### src/rtl/ssk_kdf_seq.sv
// Session-key derivation sequencer: runs 2 or 4 PRF rounds per cipher suite and
// writes each 384-bit PRF block into the session key store.
module ssk_kdf_seq #(
  parameter int TMO_W   = 16,
  parameter int TMO_CYC = 4096,
  parameter int DATA_W  = 384
) (
  input  logic              clk,
  input  logic              rst,
  input  logic              start,
  input  logic [1:0]        mode,
  input  logic              abort,
  input  logic              host_wr,
  output logic              prf_req,
  output logic [1:0]        prf_mode,
  output logic [1:0]        prf_idx,
  input  logic              prf_vld,
  input  logic [DATA_W-1:0] prf_d,
  output logic              ssk_wr,
  output logic [3:0]        ssk_addr,
  output logic [DATA_W-1:0] mac,
  output logic              busy,
  output logic              done,
  output logic              err
);

  typedef enum logic [1:0] {IDLE, REQ, WRITE, DONE} state_t;

  localparam logic [TMO_W-1:0] TMO_LAST = TMO_W'(TMO_CYC - 1);

  state_t            r_state;
  logic [1:0]        r_mode;
  logic [1:0]        r_idx;
  logic [TMO_W-1:0]  r_cnt;
  logic [DATA_W-1:0] r_mac;
  logic [3:0]        r_addr;
  logic              r_req;
  logic              r_busy;
  logic              r_done;
  logic              r_err;
  logic              w_wr_ok;

  // Suite 0/1 use slots 0-3 / 4-7; AEAD256 uses C,D and AEAD128 uses 8,9.
  function automatic logic [3:0] slot_addr(input logic [1:0] m, input logic [1:0] idx);
    case (m)
      2'd0:    slot_addr = {2'b00, idx};
      2'd1:    slot_addr = {2'b01, idx};
      2'd2:    slot_addr = {3'b110, idx[0]};
      default: slot_addr = {3'b100, idx[0]};
    endcase
  endfunction

  function automatic logic last_round(input logic [1:0] m, input logic [1:0] idx);
    last_round = m[1] ? (idx == 2'd1) : (idx == 2'd3);
  endfunction

  assign w_wr_ok = (r_state == WRITE) && !host_wr && !abort;

  always_ff @(posedge clk or posedge rst) begin
    if (rst) begin
      r_state <= IDLE;
      r_mode  <= 2'd0;
      r_idx   <= 2'd0;
      r_cnt   <= '0;
      r_mac   <= '0;
      r_addr  <= 4'd0;
      r_req   <= 1'b0;
      r_busy  <= 1'b0;
      r_done  <= 1'b0;
      r_err   <= 1'b0;
    end else begin
      r_done <= 1'b0;
      r_err  <= 1'b0;
      if (abort) begin
        // Abort beats start, prf_vld and any pending write.
        r_state <= IDLE;
        r_req   <= 1'b0;
        r_busy  <= 1'b0;
      end else begin
        case (r_state)
          IDLE: begin
            if (start) begin
              r_state <= REQ;
              r_mode  <= mode;
              r_idx   <= 2'd0;
              r_cnt   <= '0;
              r_req   <= 1'b1;
              r_busy  <= 1'b1;
            end
          end
          REQ: begin
            if (prf_vld) begin
              r_mac   <= prf_d;
              r_req   <= 1'b0;
              r_addr  <= slot_addr(r_mode, r_idx);
              r_state <= WRITE;
            end else if (r_cnt == TMO_LAST) begin
              r_err   <= 1'b1;
              r_req   <= 1'b0;
              r_busy  <= 1'b0;
              r_state <= IDLE;
            end else begin
              r_cnt <= r_cnt + TMO_W'(1);
            end
          end
          WRITE: begin
            if (!host_wr) begin
              if (last_round(r_mode, r_idx)) begin
                r_done  <= 1'b1;
                r_state <= DONE;
              end else begin
                r_idx   <= r_idx + 2'd1;
                r_cnt   <= '0;
                r_req   <= 1'b1;
                r_state <= REQ;
              end
            end
          end
          DONE: begin
            r_busy  <= 1'b0;
            r_state <= IDLE;
          end
          default: r_state <= IDLE;
        endcase
      end
    end
  end

  assign prf_req  = r_req;
  assign prf_mode = r_mode;
  assign prf_idx  = r_idx;
  assign ssk_wr   = w_wr_ok;
  assign ssk_addr = r_addr;
  assign mac      = r_mac;
  assign busy     = r_busy;
  assign done     = r_done;
  assign err      = r_err;

endmodule

### config.mk
export PLATFORM = sky130hd
export DESIGN_NAME = ssk_kdf_seq
export DESIGN_NICKNAME = d
export VERILOG_FILES = /design/src/rtl/ssk_kdf_seq.sv
export SDC_FILE = /design/constraint.sdc
export NUM_CORES = 1
export LEC_CHECK = 0
export CORE_AREA = 2 2 308 310
export DETAILED_ROUTE_END_ITERATION = 6
export DIE_AREA = 0 0 310 312
export PLACE_DENSITY = 0.5
export SLEW_MARGIN = 20
export SYNTH_ARGS = -nofsm -noshare
export SYNTH_HDL_FRONTEND = slang
export SYNTH_SLANG_ARGS = --single-unit
### constraint.sdc
create_clock -name clk -period 31.8 [get_ports clk]
set_clock_uncertainty 0.05 [all_clocks]
set_input_delay 4.77 -clock clk [delete_from_list [all_inputs] [get_ports clk]]
set_output_delay 4.77 -clock clk [all_outputs]
set_load 0.02 [all_outputs]
# Word-level counts from Yosys, hierarchy flattened
# Index checks and enable logic that the tools add are counted.
dict set report word_totals {
  wordCells 86
  input_bits 392
  register_bits 414
  output_inout_bits 397
}
dict set report op_classes {
  reduce_logical 17
  bitwise 1
  add_sub_neg 2
  muxes 37
  n_eq_ne 19
}
# op count
set ops {}
lappend ops {{16-bit 2-to-1 mux} 5}
lappend ops {{16-bit one-hot mux with 3 select lines} 1}
lappend ops {{2-bit 2-to-1 mux} 9}
lappend ops {{1-bit 2-to-1 mux} 17}
lappend ops {{16-bit by 1-bit adder with 16-bit output (second input constant)} 1}
lappend ops {{16-bit by 12-bit == test with 1-bit output (second input constant)} 1}
lappend ops {{3-bit != test (second input constant)} 5}
lappend ops {{4-bit one-hot mux with 3 select lines} 1}
lappend ops {{2-bit != test (second input constant)} 5}
lappend ops {{5-bit AND reduction} 2}
lappend ops {{3-bit AND reduction} 3}
lappend ops {{2-bit == test (second input constant)} 4}
lappend ops {{2-bit one-hot mux with 4 select lines} 1}
lappend ops {{4-bit nonzero test} 2}
lappend ops {{7-bit AND reduction} 1}
lappend ops {{2-bit by 1-bit == test with 1-bit output (second input constant)} 3}
lappend ops {{1-bit one-hot mux with 3 select lines} 2}
lappend ops {{2-bit logical NOT} 2}
lappend ops {{4-bit != test (second input constant)} 1}
lappend ops {{2-bit one-hot mux with 2 select lines} 1}
lappend ops {{4-bit AND reduction} 1}
lappend ops {{3-bit nonzero test} 1}
lappend ops {{2-bit by 1-bit adder with 2-bit output (second input constant)} 1}
lappend ops {{1-bit logical AND} 2}
lappend ops {{other kinds (3)} 4}

# Longest topological paths before layout
# Gate-level depths: netlist of run 1.
dict set report depth {
  depth_word 6
  depth_mapped 9
  ltp_nobuf 7
}

# Least setup slack after synthesis of run 1
# Ideal clock, no wire load.
dict set report synth_path {
  path_kind {input-to-output}
  start {in abort}
  end {out ssk_wr}
  t_arrival_ns 5.453
  t_required_ns 26.980
  slack_ns 21.527
  path_buffers 1
  stages 2
  path_cell_list {clkbuf_8 > nor3b_1}
}
dict set report synth_via {
  elab_chain_len 2
}
# element line
set synth_lines {}
lappend synth_lines {{start: declaration} 12} ;# input logic abort,
lappend synth_lines {{1-bit logical NOT} 57} ;# assign w_wr_ok = (r_state == WRITE) && !host_wr && !abort;
lappend synth_lines {{1-bit logical AND} 57}
lappend synth_lines {{end: declaration} 19} ;# output logic ssk_wr,
# No other way between the ends.

# Worst setup path in the final report of run 1
# Same ends and word-level chain as after synthesis.

==> results of run 1 <==
==> placed cells by master (no fill, tap or decap), types with 5 or more instances in the layout <==
cell             count
clkbuf_16           53
clkdlybuf4s50_1    788
nor2_1               8
mux2_2             388
clkbuf_1            12
nand3_1              6
a21oi_1             13
clkinv_2             6
nand4_1              5
clkbuf_8            13
o21ai_0             19
dfrtp_1            414
buf_4                9
nand2_1             11
or3_1                6
ha_1                 9
inv_1                9
==> flip-flops by register name, summed over array words and instances (netlist names) <==
name and count:
r_cnt 16, r_state 2, prf_req 1, ssk_addr 4
prf_idx 2, prf_mode 2, busy 1, mac 384
err 1, done 1
==> routing by layer <==
layer,vias up,track usage [%]
met2,438,20.2
met3,63,3.82
li1,5092,-
met5,-,0
met4,0,3.09
met1,5727,12.1
==> where the power goes <==
group / internal, W / switching (W)
Clock: 0.000342 / 0.000230
Sequential: 0.000781 / 0.000143
Combinational: 0.000674 / 0.000601
==> stage by stage <==
stage,area (sq um),power (W),setup WS (ns),hold WS (ns)
finish,26900,0.00277,20.59,0.450
detailed placement,25200,0.00222,20.59,0.428
CTS,26800,0.00282,20.60,0.447
global placement,25200,0.00220,20.60,0.430
global route,26900,0.00291,20.49,0.457
floorplan,15900,0.00152,15.46,0.418
==> worst paths after layout <==
check / startpoint / end / slack [ns] / cells past startpoint
setup reg to reg: r_state[1] / mac[211] / 27.83 / 7
hold / removal: mac[8] / mac[8] / 0.45 / 1
min in group asynchronous: rst / mac[26] / 4.64 / 2
setup / recovery: abort / ssk_wr / 20.59 / 3
max in group asynchronous: rst / mac[119] / 24.14 / 5
hold reg to reg: mac[8] / mac[8] / 0.45 / 1
==> cell type report <==
| class | instances | area share [%] |
|---|---|---|
| antenna | 1 | 0.00932 |
| clock buffer | 78 | 5.77 |
| clock inverter | 12 | 0.382 |
| inverter | 10 | 0.168 |
| multi-input combinational | 511 | 19.5 |
| sequential | 414 | 38.6 |
| tap | 1254 | 5.84 |
| timing repair buffer | 799 | 29.8 |
==> cells by family (layout without fill, tap and decap cells) <==
logic type / Yosys count / in the layout
fa+ha+maj: 9 / 9
simple gates: 65 / 65
compound gates: 42 / 42
flops: 414 / 414
other cells: 0 / 1
xor+xnor: 4 / 4
buf+inv: 57 / 899
mux: 391 / 391
==> metrics.txt, run 1 <==
# TYPE chip_impl_metric gauge
chip_impl_metric{name="area_of_the_mapped_netlist",unit="sq um"} 15900
chip_impl_metric{name="worst_skew_pair.late_latency",unit="ns"} 0.60
chip_impl_metric{name="die_h",unit="microns"} 312
chip_impl_metric{name="start_util",unit="%"} 17.1
chip_impl_metric{name="total_global_routing_overflow",unit=""} 0
chip_impl_info{name="category_of_the_worst_setup_path_capture_point",value="output port"} 1
chip_impl_metric{name="synth_area_in_compound_gates",unit="%"} 1.82
chip_impl_metric{name="dp_hpwl",unit="microns"} 42200
chip_impl_metric{name="p_leak",unit="nW"} 11.0
chip_impl_metric{name="count_of_pins_over_their_slew_limit",unit=""} 0
chip_impl_metric{name="netlist-cell-type-count",unit=""} 43
chip_impl_metric{name="dr_total_vias",unit=""} 11300
chip_impl_metric{name="synth_cells",unit=""} 982
chip_impl_metric{name="layout.area.seq",unit="sq um"} 10400
chip_impl_metric{name="final.min_clock_period",unit="ns"} 11.21
chip_impl_metric{name="yosys.area_share.simple",unit="%"} 2.49
chip_impl_metric{name="met3RoutedLength",unit="microns"} 4570
chip_impl_metric{name="wirelength_met1",unit="microns"} 20700
chip_impl_metric{name="drtAntennaViolNets",unit=""} 0
chip_impl_info{name="synth_top_flop_cell",value="dfrtp_1"} 1
chip_impl_metric{name="gr-usage-all-layers",unit="%"} 11.1
chip_impl_metric{name="cts.path.max_buffers",unit=""} 3
chip_impl_metric{name="met2_wirelength",unit="microns"} 29300
chip_impl_metric{name="cts-resized-gates",unit=""} 0
chip_impl_metric{name="tritoncts.num_buffers",unit=""} 50
chip_impl_metric{name="finalSetupViolations",unit=""} 0
chip_impl_metric{name="timing.slew.headroom",unit="%"} 28.3
chip_impl_metric{name="core_region_area",unit="sq um"} 93000
chip_impl_metric{name="worst_ir_drop_vdd",unit="V"} 0.0000562
chip_impl_metric{name="post-route-drc-count",unit=""} 0
chip_impl_metric{name="die_width",unit="microns"} 310
chip_impl_info{name="ys_top_cells_by_area",value="dfrtp_1, mux2_2, buf_2, ha_1, o21ai_0"} 1
chip_impl_metric{name="final_count_of_hold_timing_violations",unit=""} 0
chip_impl_metric{name="ys_warns",unit=""} 0
chip_impl_metric{name="yosysSeqAreaShare",unit="%"} 65.2
chip_impl_metric{name="layout_net_count",unit=""} 2187
chip_impl_metric{name="wl_per_cell",unit="microns"} 18.1
chip_impl_metric{name="cts_hold_buf",unit=""} 0
chip_impl_metric{name="ys_seq_elements",unit=""} 414
chip_impl_metric{name="placedCellCount",unit=""} 2987
chip_impl_info{name="root_buffer",value="clkbuf_16"} 1
chip_impl_metric{name="drt-vias-per-instance",unit=""} 3.68
chip_impl_info{name="cp_common_cell",value="clkdlybuf4s50_1"} 1
chip_impl_metric{name="stdcell_count",unit=""} 3079
chip_impl_metric{name="clk_transition_reported_paths",unit="ns"} 0.06
chip_impl_metric{name="max_freq",unit="GHz"} 0.0892
chip_impl_metric{name="filler_cell_count",unit=""} 9527
chip_impl_info{name="synth_top_family_by_area",value="multiplexers"} 1
chip_impl_metric{name="postSynth.asyncResetShare",unit="%"} 100
chip_impl_metric{name="timing.critical_path.slowest_cell_delay",unit="ns"} 0.66
chip_impl_metric{name="place_congestion",unit=""} 0.795
chip_impl_metric{name="yosys.area_share.adder",unit="%"} 0.709
chip_impl_metric{name="layout-drive-gt1-share",unit="%"} 27.2
chip_impl_metric{name="areaGrowthSynthToFinish",unit="%"} 69.2
chip_impl_metric{name="io_count",unit=""} 789
chip_impl_metric{name="tightest_slew",unit="ns"} 1.07
chip_impl_metric{name="place.port_buffers",unit=""} 788
chip_impl_metric{name="initial_antenna_violation_count",unit=""} 1
chip_impl_metric{name="floorplan.die_area",unit="sq um"} 96700
chip_impl_info{name="critPathTopFamily",value="buffers and inverters"} 1
chip_impl_metric{name="synth_top_area_share",unit="%"} 65.2
chip_impl_metric{name="pin_count_of_the_biggest_net_entering_global_routing",unit=""} 159
chip_impl_metric{name="post_cts.repair.setup_buffers",unit=""} 0
chip_impl_metric{name="worst-endpoint-arrival",unit="ns"} 6.39
chip_impl_metric{name="multiInputGateArea",unit="sq um"} 5230
chip_impl_metric{name="cts.sink_count",unit=""} 414
chip_impl_metric{name="critPathBufInv",unit=""} 2
chip_impl_metric{name="drt_iter0_drc",unit=""} 432
chip_impl_metric{name="timing.final.crit_share",unit="%"} 35.3
chip_impl_info{name="yosysMostFrequentCell",value="dfrtp_1"} 1
chip_impl_metric{name="synth_net_count",unit=""} 1383
chip_impl_info{name="tritoncts_clock_tree",value="yes"} 1
chip_impl_metric{name="syn_avg_cell_area",unit="sq um"} 16.2
chip_impl_info{name="critical_path_slowest_stage_cell",value="clkdlybuf4s50_1"} 1
chip_impl_metric{name="fin_tns_setup",unit="ns"} 0
chip_impl_info{name="outcome",value="finished, final reports clean"} 1
chip_impl_metric{name="detailedRoute.firstPassIterationCount",unit=""} 4
chip_impl_info{name="worst_hold_path_type",value="flip-flop to flip-flop"} 1
chip_impl_metric{name="cts.htree.levels",unit=""} 2
chip_impl_metric{name="worstPathRequired",unit="ns"} 26.98
chip_impl_metric{name="routed_wl",unit="microns"} 55700
chip_impl_metric{name="core.rowCount",unit=""} 112
chip_impl_metric{name="final_core_util",unit="%"} 28.9
chip_impl_info{name="startpoint_type",value="input port"} 1
chip_impl_metric{name="synth-xor-area-share",unit="%"} 0.221
chip_impl_metric{name="synthMuxAreaShare",unit="%"} 27.7
chip_impl_metric{name="worstPathMaxFanout",unit=""} 10
chip_impl_metric{name="global_route_wire_length_before_repair",unit="microns"} 81400
chip_impl_metric{name="first_global_vias",unit=""} 12700
chip_impl_info{name="yosys-top-cells-count",value="dfrtp_1, mux2_2, buf_2"} 1
chip_impl_info{name="critical_path.cell_chain",value="clkdlybuf4s50_1 -> nor3b_1 -> clkdlybuf4s50_1"} 1
chip_impl_metric{name="cap_viol_max_count",unit=""} 0
chip_impl_info{name="rsz0062_at_grt",value="no"} 1
chip_impl_metric{name="count_of_flip_flops_with_a_built_in_enable_after_synthesis",unit=""} 0
chip_impl_info{name="highest-signal-layer",value="met4"} 1
chip_impl_info{name="synth_top_cell_by_area",value="dfrtp_1"} 1
chip_impl_metric{name="power.density_cell_area",unit="nW/um^2"} 103
chip_impl_info{name="critical_setup_path_kind",value="input port to output port"} 1
(Power assumes the default switching activity.)
==> run 2: changes to the inputs <==
--- a/config.mk
+++ b/config.mk
@@ -8,7 +8,7 @@
 export CORE_AREA = 2 2 308 310
 export DETAILED_ROUTE_END_ITERATION = 6
 export DIE_AREA = 0 0 310 312
-export PLACE_DENSITY = 0.5
+export PLACE_DENSITY = 0.51
 export SLEW_MARGIN = 20
 export SYNTH_ARGS = -nofsm -noshare
 export SYNTH_HDL_FRONTEND = slang
==> constraint.sdc (replaced) <==
create_clock -name clk -period 9.4 [get_ports clk]
set_clock_uncertainty 0.05 [all_clocks]
set_input_delay 1.41 -clock clk [delete_from_list [all_inputs] [get_ports clk]]
set_output_delay 1.41 -clock clk [all_outputs]
set_load 0.02 [all_outputs]
==> run 2 against run 1 <==
Against the previous run: count of clock-buffer cells in the layout unchanged; utilization rose by 0.071 points; cell count is essentially flat; hold slack worse by 0.015 ns; critical endpoint unchanged; highest routed layer is now met5.
==> metrics.txt, run 2 (synthesis gave the netlist of run 1 again) <==
# TYPE chip_impl_metric gauge
chip_impl_metric{name="drtAntennaViolNets",unit=""} 0
chip_impl_metric{name="multiInputGateArea",unit="sq um"} 5230
chip_impl_metric{name="layout-drive-gt1-share",unit="%"} 27.1
chip_impl_info{name="critPathTopFamily",value="buffers and inverters"} 1
chip_impl_metric{name="tritoncts.num_buffers",unit=""} 52
chip_impl_metric{name="worst-endpoint-arrival",unit="ns"} 3.16
chip_impl_metric{name="detailedRoute.firstPassIterationCount",unit=""} 4
chip_impl_metric{name="start_util",unit="%"} 17.1
chip_impl_metric{name="wl_per_cell",unit="microns"} 17.7
chip_impl_metric{name="timing.critical_path.slowest_cell_delay",unit="ns"} 0.68
chip_impl_metric{name="routed_wl",unit="microns"} 54500
chip_impl_metric{name="place_congestion",unit=""} 0.798
chip_impl_metric{name="layout_net_count",unit=""} 2187
chip_impl_metric{name="max_freq",unit="GHz"} 0.216
chip_impl_info{name="worstHoldEndpoint",value="ssk_addr[3]"} 1
chip_impl_metric{name="timing.slew.headroom",unit="%"} 27.7
chip_impl_metric{name="core.rowCount",unit=""} 112
chip_impl_metric{name="initial_antenna_violation_count",unit=""} 3
chip_impl_metric{name="timing.final.crit_share",unit="%"} 49.2
chip_impl_metric{name="place.port_buffers",unit=""} 788
chip_impl_metric{name="power.density_cell_area",unit="nW/um^2"} 349
chip_impl_metric{name="cts-resized-gates",unit=""} 0
chip_impl_metric{name="worst_skew_pair.late_latency",unit="ns"} 0.60
chip_impl_metric{name="worstPathRequired",unit="ns"} 7.94
chip_impl_metric{name="cap_viol_max_count",unit=""} 0
chip_impl_metric{name="cts_hold_buf",unit=""} 0
chip_impl_metric{name="core_region_area",unit="sq um"} 93000
chip_impl_metric{name="total_global_routing_overflow",unit=""} 0
chip_impl_metric{name="first_global_vias",unit=""} 12500
chip_impl_metric{name="pin_count_of_the_biggest_net_entering_global_routing",unit=""} 169
chip_impl_info{name="category_of_the_worst_setup_path_capture_point",value="output port"} 1
chip_impl_metric{name="p_leak",unit="nW"} 11.0
chip_impl_info{name="tritoncts_clock_tree",value="yes"} 1
chip_impl_info{name="root_buffer",value="clkbuf_16"} 1
chip_impl_metric{name="fin_tns_setup",unit="ns"} 0
chip_impl_metric{name="gr-usage-all-layers",unit="%"} 10.8
chip_impl_metric{name="die_width",unit="microns"} 310
chip_impl_info{name="layout.cells.most_common_list",value="clkdlybuf4s50_1, dfrtp_1, mux2_2"} 1
chip_impl_info{name="critical_path.cell_chain",value="clkdlybuf4s50_1 -> nor3b_1 -> clkdlybuf4s50_1"} 1
chip_impl_metric{name="areaGrowthSynthToFinish",unit="%"} 69.6
chip_impl_info{name="startpoint_type",value="input port"} 1
chip_impl_info{name="critical_path.reg2reg.endpoint",value="mac[214]"} 1
chip_impl_metric{name="worst_hold_slack",unit="ns"} 0.434
chip_impl_metric{name="max_ffs_per_register",unit=""} 384
chip_impl_metric{name="die_h",unit="microns"} 312
chip_impl_metric{name="drt_iter0_drc",unit=""} 364
chip_impl_metric{name="n_antenna_cell",unit=""} 0
chip_impl_metric{name="tightest_slew",unit="ns"} 1.08
chip_impl_metric{name="filler_cell_count",unit=""} 9539
chip_impl_metric{name="cts.path.max_buffers",unit=""} 3
chip_impl_metric{name="finalSetupViolations",unit=""} 0
chip_impl_metric{name="io_count",unit=""} 789
chip_impl_metric{name="clk_transition_reported_paths",unit="ns"} 0.05
chip_impl_metric{name="post_cts.repair.setup_buffers",unit=""} 0
chip_impl_info{name="critical_setup_path_kind",value="input port to output port"} 1
chip_impl_metric{name="final.min_clock_period",unit="ns"} 4.62
chip_impl_info{name="worstReg2RegStart",value="r_state[1]"} 1
chip_impl_metric{name="r2r_cell_count",unit=""} 6
chip_impl_metric{name="floorplan.die_area",unit="sq um"} 96700
chip_impl_info{name="layout.cells.most_common",value="clkdlybuf4s50_1"} 1
chip_impl_metric{name="critPathBufInv",unit=""} 2
chip_impl_metric{name="layout.area.seq",unit="sq um"} 10400
chip_impl_metric{name="cts.htree.levels",unit=""} 2
chip_impl_metric{name="final_count_of_hold_timing_violations",unit=""} 0
chip_impl_info{name="rsz0062_at_grt",value="no"} 1
chip_impl_metric{name="dp_hpwl",unit="microns"} 41200
chip_impl_metric{name="dr_total_vias",unit=""} 11300
chip_impl_metric{name="count_of_pins_over_their_slew_limit",unit=""} 0
chip_impl_metric{name="regToRegSetupSlack",unit="ns"} 6.36
chip_impl_metric{name="worst_ir_drop_vdd",unit="V"} 0.000162
chip_impl_metric{name="holdPathStages",unit=""} 2
chip_impl_info{name="hold_start",value="ssk_addr[3]"} 1
chip_impl_info{name="cp_common_cell",value="clkdlybuf4s50_1"} 1
chip_impl_metric{name="global_route_wire_length_before_repair",unit="microns"} 79000
chip_impl_metric{name="drt-vias-per-instance",unit=""} 3.66
chip_impl_info{name="worst_hold_path_type",value="flip-flop to flip-flop"} 1
chip_impl_info{name="critical_path_slowest_stage_cell",value="clkdlybuf4s50_1"} 1
chip_impl_metric{name="worstPathMaxFanout",unit=""} 10
chip_impl_info{name="outcome",value="finished, final reports clean"} 1
chip_impl_metric{name="cts.sink_count",unit=""} 414
chip_impl_metric{name="post-route-drc-count",unit=""} 0
-- run 2: cell count changes in the layout (fill, tap and decap cells not counted), sizes merged --
cell      change
bufinv        +2
clkinvlp      +4
diode         -1
buf           -2
inv           -2
clkinv        -4
-- run 2: layer usage --
metal / wire length, microns / up-vias / part of all wire (%) / global-route usage [%]
li1: - / 5083 / - / -
met1: 19500 / 5659 / 36 / 11.2
met2: 29000 / 430 / 53 / 20.0
met3: 4400 / 84 / 8.1 / 3.53
met4: 1490 / 4 / 2.7 / 4.03
met5: 26 / - / 0.048 / 0
-- run 2: worst min-delay path, cell delays in order, from the launching register on --
cell	delay [ns]
dfrtp_1	0.33
nand2_1	0.04
o21ai_0	0.07
-- run 2: worst max path at each step --
stage	from	to	slack, ns	depth (start not counted)
3_5_place_dp	abort	ssk_wr	4.78	3
6_report	abort	ssk_wr	4.78	3
4_1_cts	abort	ssk_wr	4.76	3
2_1_floorplan	rst	busy	2.36	1
3_3_place_gp	abort	ssk_wr	4.80	3
5_1_grt	abort	ssk_wr	4.73	3
-- run 2: power by group --
part,internal [W],switching (W)
Sequential,0.00264,0.000466
Clock,0.00121,0.000779
Combinational,0.00228,0.00202
Total,0.00613,0.00327
-- run 2: metrics by stage --
step                      setup WS, ns  cell area (sq um)  utilization, %  instances  total power [W]
after global placement            4.80              25200            27.1       2985          0.00744
after detailed placement          4.78              25200            27.1       2985          0.00749
final                             4.78              26900            28.9       3076          0.00940
after CTS                         4.76              26900            28.9       3075          0.00957
after global routing              4.73              26900            28.9       3076          0.00987
after floorplan                   2.36              15900               -        982          0.00514
-- run 2: area by class of cell --
class                           count  area share, %
Timing Repair Buffer              797           29.8
Tap cell                         1254           5.83
Sequential cell                   414           38.5
Inverter                           10          0.153
Multi-Input combinational cell    511           19.4
Clock buffer                       78           5.76
Clock inverter                     12          0.567
==> run 3: changes to the inputs <==
==> constraint.sdc (replaced) <==
create_clock -name clk -period 3.88 [get_ports clk]
set_clock_uncertainty 0.05 [all_clocks]
set_input_delay 0.582 -clock clk [delete_from_list [all_inputs] [get_ports clk]]
set_output_delay 0.582 -clock clk [all_outputs]
set_load 0.02 [all_outputs]
==> run 3 against run 2 <==
Against the previous run: count of clock-buffer cells in the layout down 5; sequential power up 140%; clock power up 130%; worst setup slack worse by 4.1 ns; global-route usage up 0.32 points; power up 140%; wire length up 2.9%; register-to-register slack worse by 5.0 ns; die area unchanged; flip-flop and latch count unchanged; largest power group unchanged.
==> metrics.txt, run 3 (synthesis gave the netlist of run 1 again) <==
# TYPE chip_impl_metric gauge
chip_impl_metric{name="r2r_cell_count",unit=""} 7
chip_impl_metric{name="wl_per_cell",unit="microns"} 18.1
chip_impl_metric{name="fin_total_pwr",unit="W"} 0.0226
chip_impl_metric{name="first_global_vias",unit=""} 12500
chip_impl_metric{name="drt-vias-per-instance",unit=""} 3.67
chip_impl_info{name="critical_path.reg2reg.endpoint",value="r_cnt[14]"} 1
chip_impl_metric{name="clk_transition_reported_paths",unit="ns"} 0.06
chip_impl_metric{name="drtAntennaViolNets",unit=""} 0
chip_impl_info{name="startpoint_type",value="flip-flop"} 1
chip_impl_metric{name="power.density_cell_area",unit="nW/um^2"} 838
chip_impl_metric{name="p_sw",unit="W"} 0.00793
chip_impl_metric{name="power.share.combinational",unit="%"} 46.3
chip_impl_metric{name="detailed_place.area",unit="sq um"} 25400
chip_impl_metric{name="die_h",unit="microns"} 312
chip_impl_metric{name="post_cts.repair.setup_buffers",unit=""} 0
chip_impl_metric{name="cts.htree.levels",unit=""} 2
chip_impl_info{name="layout.cells.most_common",value="clkdlybuf4s50_1"} 1
chip_impl_info{name="worstReg2RegStart",value="r_state[0]"} 1
chip_impl_metric{name="place.port_buffers",unit=""} 788
chip_impl_metric{name="worstPathRequired",unit="ns"} 3.25
chip_impl_info{name="hold_start",value="ssk_addr[3]"} 1
chip_impl_metric{name="count_of_pins_over_their_slew_limit",unit=""} 0
chip_impl_info{name="critical_setup_path_kind",value="flip-flop to output port"} 1
chip_impl_info{name="worstHoldEndpoint",value="ssk_addr[3]"} 1
chip_impl_metric{name="internal_power",unit="W"} 0.0147
chip_impl_metric{name="timing.slew.headroom",unit="%"} 38.4
chip_impl_metric{name="worst-endpoint-arrival",unit="ns"} 2.60
chip_impl_metric{name="worst_hold_slack",unit="ns"} 0.444
chip_impl_metric{name="finalSetupViolations",unit=""} 0
chip_impl_metric{name="cts-resized-gates",unit=""} 0
chip_impl_info{name="root_buffer",value="clkbuf_16"} 1
chip_impl_metric{name="cts.path.max_buffers",unit=""} 3
chip_impl_metric{name="areaGrowthSynthToFinish",unit="%"} 70.0
chip_impl_metric{name="fin_tns_setup",unit="ns"} 0
chip_impl_metric{name="dr_total_vias",unit=""} 11400
chip_impl_metric{name="holdPathStages",unit=""} 2
chip_impl_metric{name="finish.instance_area",unit="sq um"} 27000
chip_impl_metric{name="worst_ir_drop_vdd",unit="V"} 0.000418
chip_impl_metric{name="tritoncts.num_buffers",unit=""} 49
chip_impl_info{name="worst_hold_path_type",value="flip-flop to flip-flop"} 1
chip_impl_info{name="tritoncts_clock_tree",value="yes"} 1
chip_impl_metric{name="dp_hpwl",unit="microns"} 43400
chip_impl_metric{name="routed_wl",unit="microns"} 56000
chip_impl_metric{name="io_count",unit=""} 789
chip_impl_metric{name="placedCellCount",unit=""} 3006
chip_impl_metric{name="p_leak",unit="nW"} 11.0
chip_impl_metric{name="cts.sink_count",unit=""} 414
chip_impl_metric{name="floorplan.die_area",unit="sq um"} 96700
chip_impl_info{name="rsz0062_at_grt",value="no"} 1
chip_impl_metric{name="regToRegSetupSlack",unit="ns"} 1.38
chip_impl_metric{name="drt_iter0_drc",unit=""} 344
chip_impl_metric{name="total_global_routing_overflow",unit=""} 0
chip_impl_metric{name="final_count_of_hold_timing_violations",unit=""} 0
chip_impl_metric{name="start_util",unit="%"} 17.1
chip_impl_metric{name="place_congestion",unit=""} 0.844
chip_impl_metric{name="pwr-share-seq",unit="%"} 33.4
chip_impl_metric{name="initial_antenna_violation_count",unit=""} 2
chip_impl_metric{name="gr-usage-all-layers",unit="%"} 11.1
chip_impl_metric{name="layout_net_count",unit=""} 2204
chip_impl_metric{name="core_region_area",unit="sq um"} 93000
chip_impl_metric{name="final.min_clock_period",unit="ns"} 3.23
chip_impl_info{name="layout.cells.most_common_list",value="clkdlybuf4s50_1, dfrtp_1, mux2_2"} 1
chip_impl_metric{name="stdcell_count",unit=""} 3093
chip_impl_metric{name="post-route-drc-count",unit=""} 0
chip_impl_metric{name="die_width",unit="microns"} 310
chip_impl_metric{name="tightest_slew",unit="ns"} 0.924
chip_impl_metric{name="pin_count_of_the_biggest_net_entering_global_routing",unit=""} 92
chip_impl_metric{name="filler_cell_count",unit=""} 9496
chip_impl_info{name="outcome",value="finished, final reports clean"} 1
chip_impl_info{name="category_of_the_worst_setup_path_capture_point",value="output port"} 1
chip_impl_metric{name="worstPathMaxFanout",unit=""} 10
chip_impl_metric{name="p_sw_share",unit="%"} 35.1
chip_impl_metric{name="layout-drive-gt1-share",unit="%"} 27.8
chip_impl_metric{name="core.rowCount",unit=""} 112
chip_impl_metric{name="cts_hold_buf",unit=""} 0
chip_impl_metric{name="global_route_wire_length_before_repair",unit="microns"} 81200
chip_impl_metric{name="max_ffs_per_register",unit=""} 384
chip_impl_metric{name="cap_viol_max_count",unit=""} 0
chip_impl_metric{name="detailedRoute.firstPassIterationCount",unit=""} 4
chip_impl_metric{name="power.share.clock",unit="%"} 20.3
chip_impl_metric{name="max_freq",unit="GHz"} 0.309
chip_impl_metric{name="worst_skew_pair.late_latency",unit="ns"} 0.59
chip_impl_metric{name="timing.final.crit_share",unit="%"} 83.3
run 3: worst max path at each step:
stage / from / endpoint / slack, ns / cells past startpoint
2_1_floorplan: rst / busy / -2.33 / 1
3_3_place_gp: abort / mac[8] / 0.86 / 5
3_5_place_dp: abort / mac[225] / 0.84 / 5
4_1_cts: r_state[0] / ssk_wr / 0.55 / 4
5_1_grt: r_state[0] / ssk_wr / 0.48 / 4
6_report: r_state[0] / ssk_wr / 0.65 / 4
run 3: critical path, stage by stage (launching register included):
cell and delay [ns]:
dfrtp_1 0.42, inv_1 0.12, ha_1 0.46, nor3b_1 0.34, clkdlybuf4s50_1 0.67
run 3: power groups by stage:
stage	Sequential, W	Combinational, W	Clock, W
global placement	0.00754	0.0106	0
global route	0.00782	0.0110	0.00496
floorplan	0.00999	0.00246	0
detailed placement	0.00761	0.0106	0
CTS	0.00758	0.0107	0.00479
finish	0.00755	0.0105	0.00459
run 3: layout make-up:
| type | instances | area (sq um) | share of cell area (%) |
|---|---|---|---|
| Antenna cell | 1 | 2.50 | 0.00927 |
| Sequential cell | 414 | 10400 | 38.4 |
| Multi-Input combinational cell | 511 | 5230 | 19.4 |
| Clock buffer | 73 | 1470 | 5.44 |
| Tap cell | 1254 | 1570 | 5.81 |
| Clock inverter | 13 | 128 | 0.473 |
| Inverter | 10 | 41.3 | 0.153 |
| Timing Repair Buffer | 817 | 8190 | 30.4 |
run 3: routing by layer:
| layer | part of all wire [%] | vias up | GRT usage (%) | routed length [microns] |
|---|---|---|---|---|
| met4 | 2.0 | 4 | 3.03 | 1130 |
| met1 | 37 | 5732 | 11.8 | 20600 |
| met3 | 7.6 | 70 | 3.68 | 4250 |
| met5 | 0.048 | - | 0 | 27 |
| li1 | - | 5136 | - | - |
| met2 | 54 | 423 | 20.7 | 30000 |
run 3: through the flow:
| step | setup slack (ns) | util [%] |
|---|---|---|
| 2_1_floorplan | -2.33 | - |
| 3_3_place_gp | 0.859 | 27.3 |
| 3_5_place_dp | 0.839 | 27.3 |
| 4_1_cts | 0.554 | 29.0 |
| 5_1_grt | 0.478 | 29.0 |
| 6_report | 0.647 | 29.0 |
